### src/rtl/ifu_fetch_pkg.sv
// Shared types and constants for the instruction-fetch stage.
package ifu_fetch_pkg;

  // Fetch FSM states (2-bit encoding)
  typedef enum logic [1:0] {
    IDLE = 2'd0,
    ADDR = 2'd1,
    DATA = 2'd2,
    OUT  = 2'd3
  } ifu_state_e;

  // Exception cause codes carried with a faulting packet
  localparam logic [3:0] IFU_EXC_MISALIGN = 4'd0;
  localparam logic [3:0] IFU_EXC_ACCESS   = 4'd1;

  // A fetch address must be 4-byte aligned
  function automatic logic is_misaligned(input logic [1:0] lo);
    return lo != 2'b00;
  endfunction

endpackage

### src/rtl/ifu_inst_align.sv
// Selects the 32-bit instruction out of one memory read beat.
module ifu_inst_align #(
  parameter int DATA_W = 64,
  parameter int INST_W = 32
) (
  input  logic              sel,
  input  logic [DATA_W-1:0] beat,
  output logic [INST_W-1:0] inst
);

  generate
    if (DATA_W == 2 * INST_W) begin : g_wide
      // Address bit 2 picks the upper or lower word of the beat
      always_comb inst = sel ? beat[DATA_W-1:INST_W] : beat[INST_W-1:0];
    end else begin : g_narrow
      logic unused_sel;
      assign unused_sel = sel;
      // The beat is exactly one instruction wide
      always_comb inst = beat[INST_W-1:0];
    end
  endgenerate

endmodule

### src/rtl/ifu_fetch.sv
// Instruction-fetch stage: PC handshake in, one AXI-lite read, packet out to decode.
module ifu_fetch
  import ifu_fetch_pkg::*;
#(
  parameter int XLEN   = 64,
  parameter int DATA_W = 64,
  parameter int INST_W = 32
) (
  input  logic              clk,
  input  logic              rst,
  input  logic [XLEN-1:0]   pc_i,
  input  logic              pc_valid_i,
  output logic              pc_ready_o,
  input  logic              flush_i,
  output logic              mem_arvalid_o,
  output logic [XLEN-1:0]   mem_araddr_o,
  input  logic              mem_arready_i,
  input  logic              mem_rvalid_i,
  input  logic [DATA_W-1:0] mem_rdata_i,
  input  logic [1:0]        mem_rresp_i,
  output logic              mem_rready_o,
  output logic              if_valid_o,
  input  logic              if_ready_i,
  output logic [XLEN-1:0]   if_pc_o,
  output logic [INST_W-1:0] if_inst_o,
  output logic              if_exc_o,
  output logic [3:0]        if_exc_cause_o
);

  localparam int OFF_W = $clog2(DATA_W / 8);

  ifu_state_e        state_q, state_d;
  logic              drop_q, drop_d;
  logic              accept;
  logic              misalign;
  logic              resp_take;
  logic [INST_W-1:0] beat_inst;

  logic [XLEN-1:0]   pc_p0;
  logic [INST_W-1:0] inst_p1;
  logic              exc_p1;
  logic [3:0]        cause_p1;

  assign misalign = is_misaligned(pc_i[1:0]);

  ifu_inst_align #(
    .DATA_W (DATA_W),
    .INST_W (INST_W)
  ) u_align (
    .sel  (pc_p0[2]),
    .beat (mem_rdata_i),
    .inst (beat_inst)
  );

  // State register and the flag that marks a bus transaction whose result must be thrown away
  always_ff @(posedge clk) begin
    if (rst) begin
      state_q <= IDLE;
      drop_q  <= 1'b0;
    end else begin
      state_q <= state_d;
      drop_q  <= drop_d;
    end
  end

  // Next-state, handshake and bus control
  always_comb begin
    state_d       = state_q;
    drop_d        = drop_q;
    pc_ready_o    = 1'b0;
    mem_arvalid_o = 1'b0;
    mem_rready_o  = 1'b0;
    if_valid_o    = 1'b0;
    resp_take     = 1'b0;
    case (state_q)
      IDLE: begin
        pc_ready_o = !flush_i;
      end
      ADDR: begin
        // arvalid stays up until the slave takes it; a flush only poisons the result
        mem_arvalid_o = 1'b1;
        if (flush_i) drop_d = 1'b1;
        if (mem_arready_i) state_d = DATA;
      end
      DATA: begin
        mem_rready_o = 1'b1;
        if (mem_rvalid_i) begin
          if (drop_q || flush_i) begin
            drop_d  = 1'b0;
            state_d = IDLE;
          end else begin
            resp_take = 1'b1;
            state_d   = OUT;
          end
        end else if (flush_i) begin
          drop_d = 1'b1;
        end
      end
      OUT: begin
        if_valid_o = 1'b1;
        pc_ready_o = !flush_i && if_ready_i;
        if (flush_i || if_ready_i) state_d = IDLE;
      end
      default: state_d = IDLE;
    endcase
    accept = pc_valid_i && pc_ready_o;
    if (accept) state_d = misalign ? OUT : ADDR;
  end

  // Packet register: fetch PC on accept, instruction/exception on response; cleared on reset so outputs read zero
  always_ff @(posedge clk) begin
    if (rst) begin
      pc_p0    <= '0;
      inst_p1  <= '0;
      exc_p1   <= 1'b0;
      cause_p1 <= '0;
    end else if (accept) begin
      pc_p0 <= pc_i;
      if (misalign) begin
        inst_p1  <= '0;
        exc_p1   <= 1'b1;
        cause_p1 <= IFU_EXC_MISALIGN;
      end
    end else if (resp_take) begin
      if (mem_rresp_i != 2'b00) begin
        inst_p1  <= '0;
        exc_p1   <= 1'b1;
        cause_p1 <= IFU_EXC_ACCESS;
      end else begin
        inst_p1  <= beat_inst;
        exc_p1   <= 1'b0;
        cause_p1 <= '0;
      end
    end
  end

  assign mem_araddr_o   = mem_arvalid_o ? {pc_p0[XLEN-1:OFF_W], {OFF_W{1'b0}}} : '0;
  assign if_pc_o        = pc_p0;
  assign if_inst_o      = inst_p1;
  assign if_exc_o       = exc_p1;
  assign if_exc_cause_o = cause_p1;

endmodule

### config.mk
export PLATFORM = sky130hd
export DESIGN_NAME = ifu_fetch
export DESIGN_NICKNAME = d
export VERILOG_FILES = /design/src/rtl/ifu_fetch_pkg.sv /design/src/rtl/ifu_inst_align.sv /design/src/rtl/ifu_fetch.sv
export SDC_FILE = /design/constraint.sdc
export NUM_CORES = 1
export LEC_CHECK = 0
export BUFFER_PORTS_ARGS = -buffer_cell sky130_fd_sc_hd__buf_2
export CORE_AREA = 2 2 118 120
export DETAILED_ROUTE_END_ITERATION = 10
export DIE_AREA = 0 0 120 122
export HOLD_SLACK_MARGIN = 0.1
export PLACE_DENSITY = 0.66
export SLEW_MARGIN = 20
export SYNTH_ARGS = -nofsm -noshare
export SYNTH_HDL_FRONTEND = slang
export SYNTH_SLANG_ARGS = --single-unit
export TNS_END_PERCENT = 10
### constraint.sdc
create_clock -name clk -period 3.7 [get_ports clk]
set_clock_uncertainty 0.05 [all_clocks]
set_input_delay 0.555 -clock clk [delete_from_list [all_inputs] [get_ports clk]]
set_output_delay 0.555 -clock clk [all_outputs]
set_load 0.05 [all_outputs]
==> results by group <==
Clock network
  • Worst skew pair latency: 0.34 ns
  • Cts-stage hold buffer count: 0
  • CTS tree: built
  • Clk slew on worst S/H paths: 0.07 ns
  • Num CTS Buffers: 9
  • CTS root buf: clkbuf_16
  • CTS Sinks: 101
  • H-tree depth: 3
  • Postcts setup bufs: 0
  • Clock Tree Buf Depth: 2
  • Post-CTS Resized: 0

Pwr
  • VDD IR max: 242 uV
  • Pwr/cell area: between 500 and 600 mW/mm2
  • Tot Pwr: 3.56 mW
  • LEAKAGE: 3.01 nW

Routing
  • Post-DRT Antenna Nets: 0
  • Routed wl met2: 6.38 mm
  • DRT Wirelength: around 13 mm
  • Routed vias: 4,340
  • Initial DRC Count: around 170
  • DRC viols: 0
  • Max Used Layer: met4
  • Routed length on met1: about 5.3 mm
  • TritonRoute pass-1 iters: 4
  • Routed wl met3: approximately 890 um
  • Wirelength per Cell: 13.3 um
  • Vias per cell: 4.51

Die
  • Std cell rows: 43
  • Die width: 120 um
  • Die footprint: ~0.015 mm2
  • Core Box Area: 0.0135 mm2
  • Chip height: 122 um
  • Initial Util: roughly a third
  • IO Pins: ~300

STA
  • Worst hold margin: 0.397 ns
  • Final TNS setup: 0 ns
  • Tcrit/Tclk final: 72.1%
  • Rel. slew slack: 35.5%
  • Final Slew Violations: 0
  • Final setup vio count: 0
  • Unrepaired setup endpoints after global routing: no
  • Min Tclk post-route: 2.67 ns
  • Measured slew at the worst slew-check pin: 0.968 ns
  • Max Clk Rate: 375 MHz
  • Final hold violations: 0
  • Final setup margin: 1.03 ns

Worst setup path
  • Crit Path Class: reg -> out
  • Critical Path Start Type: register
  • Endpoint class of the critical path: primary output
  • Critical path fanouts, max: 64
  • Max stage delay on crit path: 0.77 ns
  • Top Family by Delay on Critical Path: adder cells
  • CP max-delay cell: ha_2
  • Crit-path cells: inv_1 -> ha_2 -> and2_1 -> buf_2
  • Critical path data required time: 3.09 ns
  • Worst path buffer plus inverter count: 2
  • WP data arrival: about 2.1 ns

Logic synthesis
  • Seq/Total Area, Yosys: a little under half
  • Cell Area, Synth: 0.00432 mm2
  • Area contributors post-synth: dfxtp_1, nand2_1, and2_1
  • #FFs+latches synth: 101
  • Top cell type's share of synthesized area: 46.8%
  • Syn Area/Cell: 8.55 um2
  • Synthesized instance count: approximately 510
  • Largest area contributor in the netlist: dfxtp_1
  • Cell variety after synth: 31
  • Syn. warnings: 0

Layout
  • Most frequent cells in the layout: buf_2, nand2_1, dfxtp_1, a21oi_1, and2_1
  • Layout area overhead: 43.1%
  • Final nets: slightly above 900
  • Register Area: 0.00202 mm2
  • Most common cell after layout, fill and taps aside: buf_2
  • Share of cells above drive strength 1: 41.3%
  • Fillers: 1,372
  • Diodes inserted: 0
  • Post-route insts no fill: between 900 and 1k
  • Area of the multi-input gates: 0.00207 mm2

GRT
  • Largest net degree at the start of global routing: 65
  • Initial antenna violation count: 0
  • Number of global-route vias before repair: about 3.9k
  • Gr ovfl total: 0
  • First-pass GRT wire length: 19.3 mm
  • Gr usage total: 16.5%

Placed design
  • Hpwl dp: slightly above 9 mm
  • I/O Buffers: 299
  • Placed Instances: 947
  • Setup WS pre-CTS: around 1.2 ns
  • Final Wtd Congestion: a little over 0.7

Status
  • Status: finished, final reports clean

Worst hold path
  • Hold WC Path Type: in -> reg

Job
  • MaxCap Viol Count: 0
==> state kept, by name (all words and copies together), names as in the netlist <==
signal	cells
if_pc_o	64
if_inst_o	32
state_q	2
drop_q	1
if_exc_cause_o	1
if_exc_o	1
==> metrics by stage <==
stage                     utilization [%]  cell area (um2)
after floorplan                         -             4340
after global placement               43.5             5880
after detailed placement             43.5             5880
after CTS                            45.8             6190
after global routing                 45.8             6190
final                                45.8             6190
==> synthesized netlist by cell type, drive strengths merged <==
library cell,n
clkbuf,22
o32ai,1
nor3,2
o41ai,1
o2bb2ai,32
dfxtp,101
nor4bb,1
buf,25
a21oi,67
or3,2
conb,1
a31oi,1
nor2,5
nor4,1
a221oi,1
nor2b,2
and2,61
nand4,1
or3b,1
nand2,129
nor3b,2
o21ai,3
ha,4
o211a,1
or2,1
inv,4
o21a,1
mux2i,33
==> layout make-up <==
cell class,count,area share [%]
multi-input cells,359,33.5
flip-flops and latches,101,32.7
repair buffers,303,24.9
clock buffers,13,4.37
well taps,180,3.64
clock inverters,3,0.687
inverters,4,0.243
==> tightest hold or removal path: cells and delay by family <==
family	cells	cell delay (ns)
simple gates	1	0.04
compound gates	1	0.05
buf+inv	1	0.09
==> logic make-up (layout without fill, tap and decap cells) <==
kind of cell,after synthesis,count (layout),share of synthesized area [%]
adder cells (fa/ha/maj),4,4,1.16
buffers and inverters,51,323,5.96
AO/OA/AOI/OAI,108,108,15.9
multiplexers,33,33,7.64
AND/OR/NAND/NOR,208,208,22.5
other,1,6,0.0867
flip-flops,101,101,46.8
==> power breakdown <==
| part | switching, mW | internal, mW |
|---|---|---|
| clock network | 0.397 | 0.579 |
| registers | 0.110 | 1.21 |
| logic | 0.931 | 0.332 |
| total | 1.44 | 2.12 |
==> routing by layer <==
layer / vias to the layer above / track usage (%)
met4: 0 / 5.74
met3: 13 / 3.98
met5: - / 0
li1: 2211 / -
met1: 1947 / 19.5
met2: 169 / 29.4
==> final timing paths <==
| kind | startpoint | endpoint | slack [ns] | cells after the start |
|---|---|---|---|---|
| setup / recovery | state_q[1] | mem_araddr_o[49] | 1.03 | 4 |
| hold / removal | pc_i[62] | if_pc_o[62] | 0.40 | 3 |
| setup reg to reg | state_q[0] | if_exc_o | 1.17 | 7 |
| hold reg to reg | if_inst_o[19] | if_inst_o[19] | 0.41 | 1 |
Note: power is estimated with default switching activity, not from simulation.
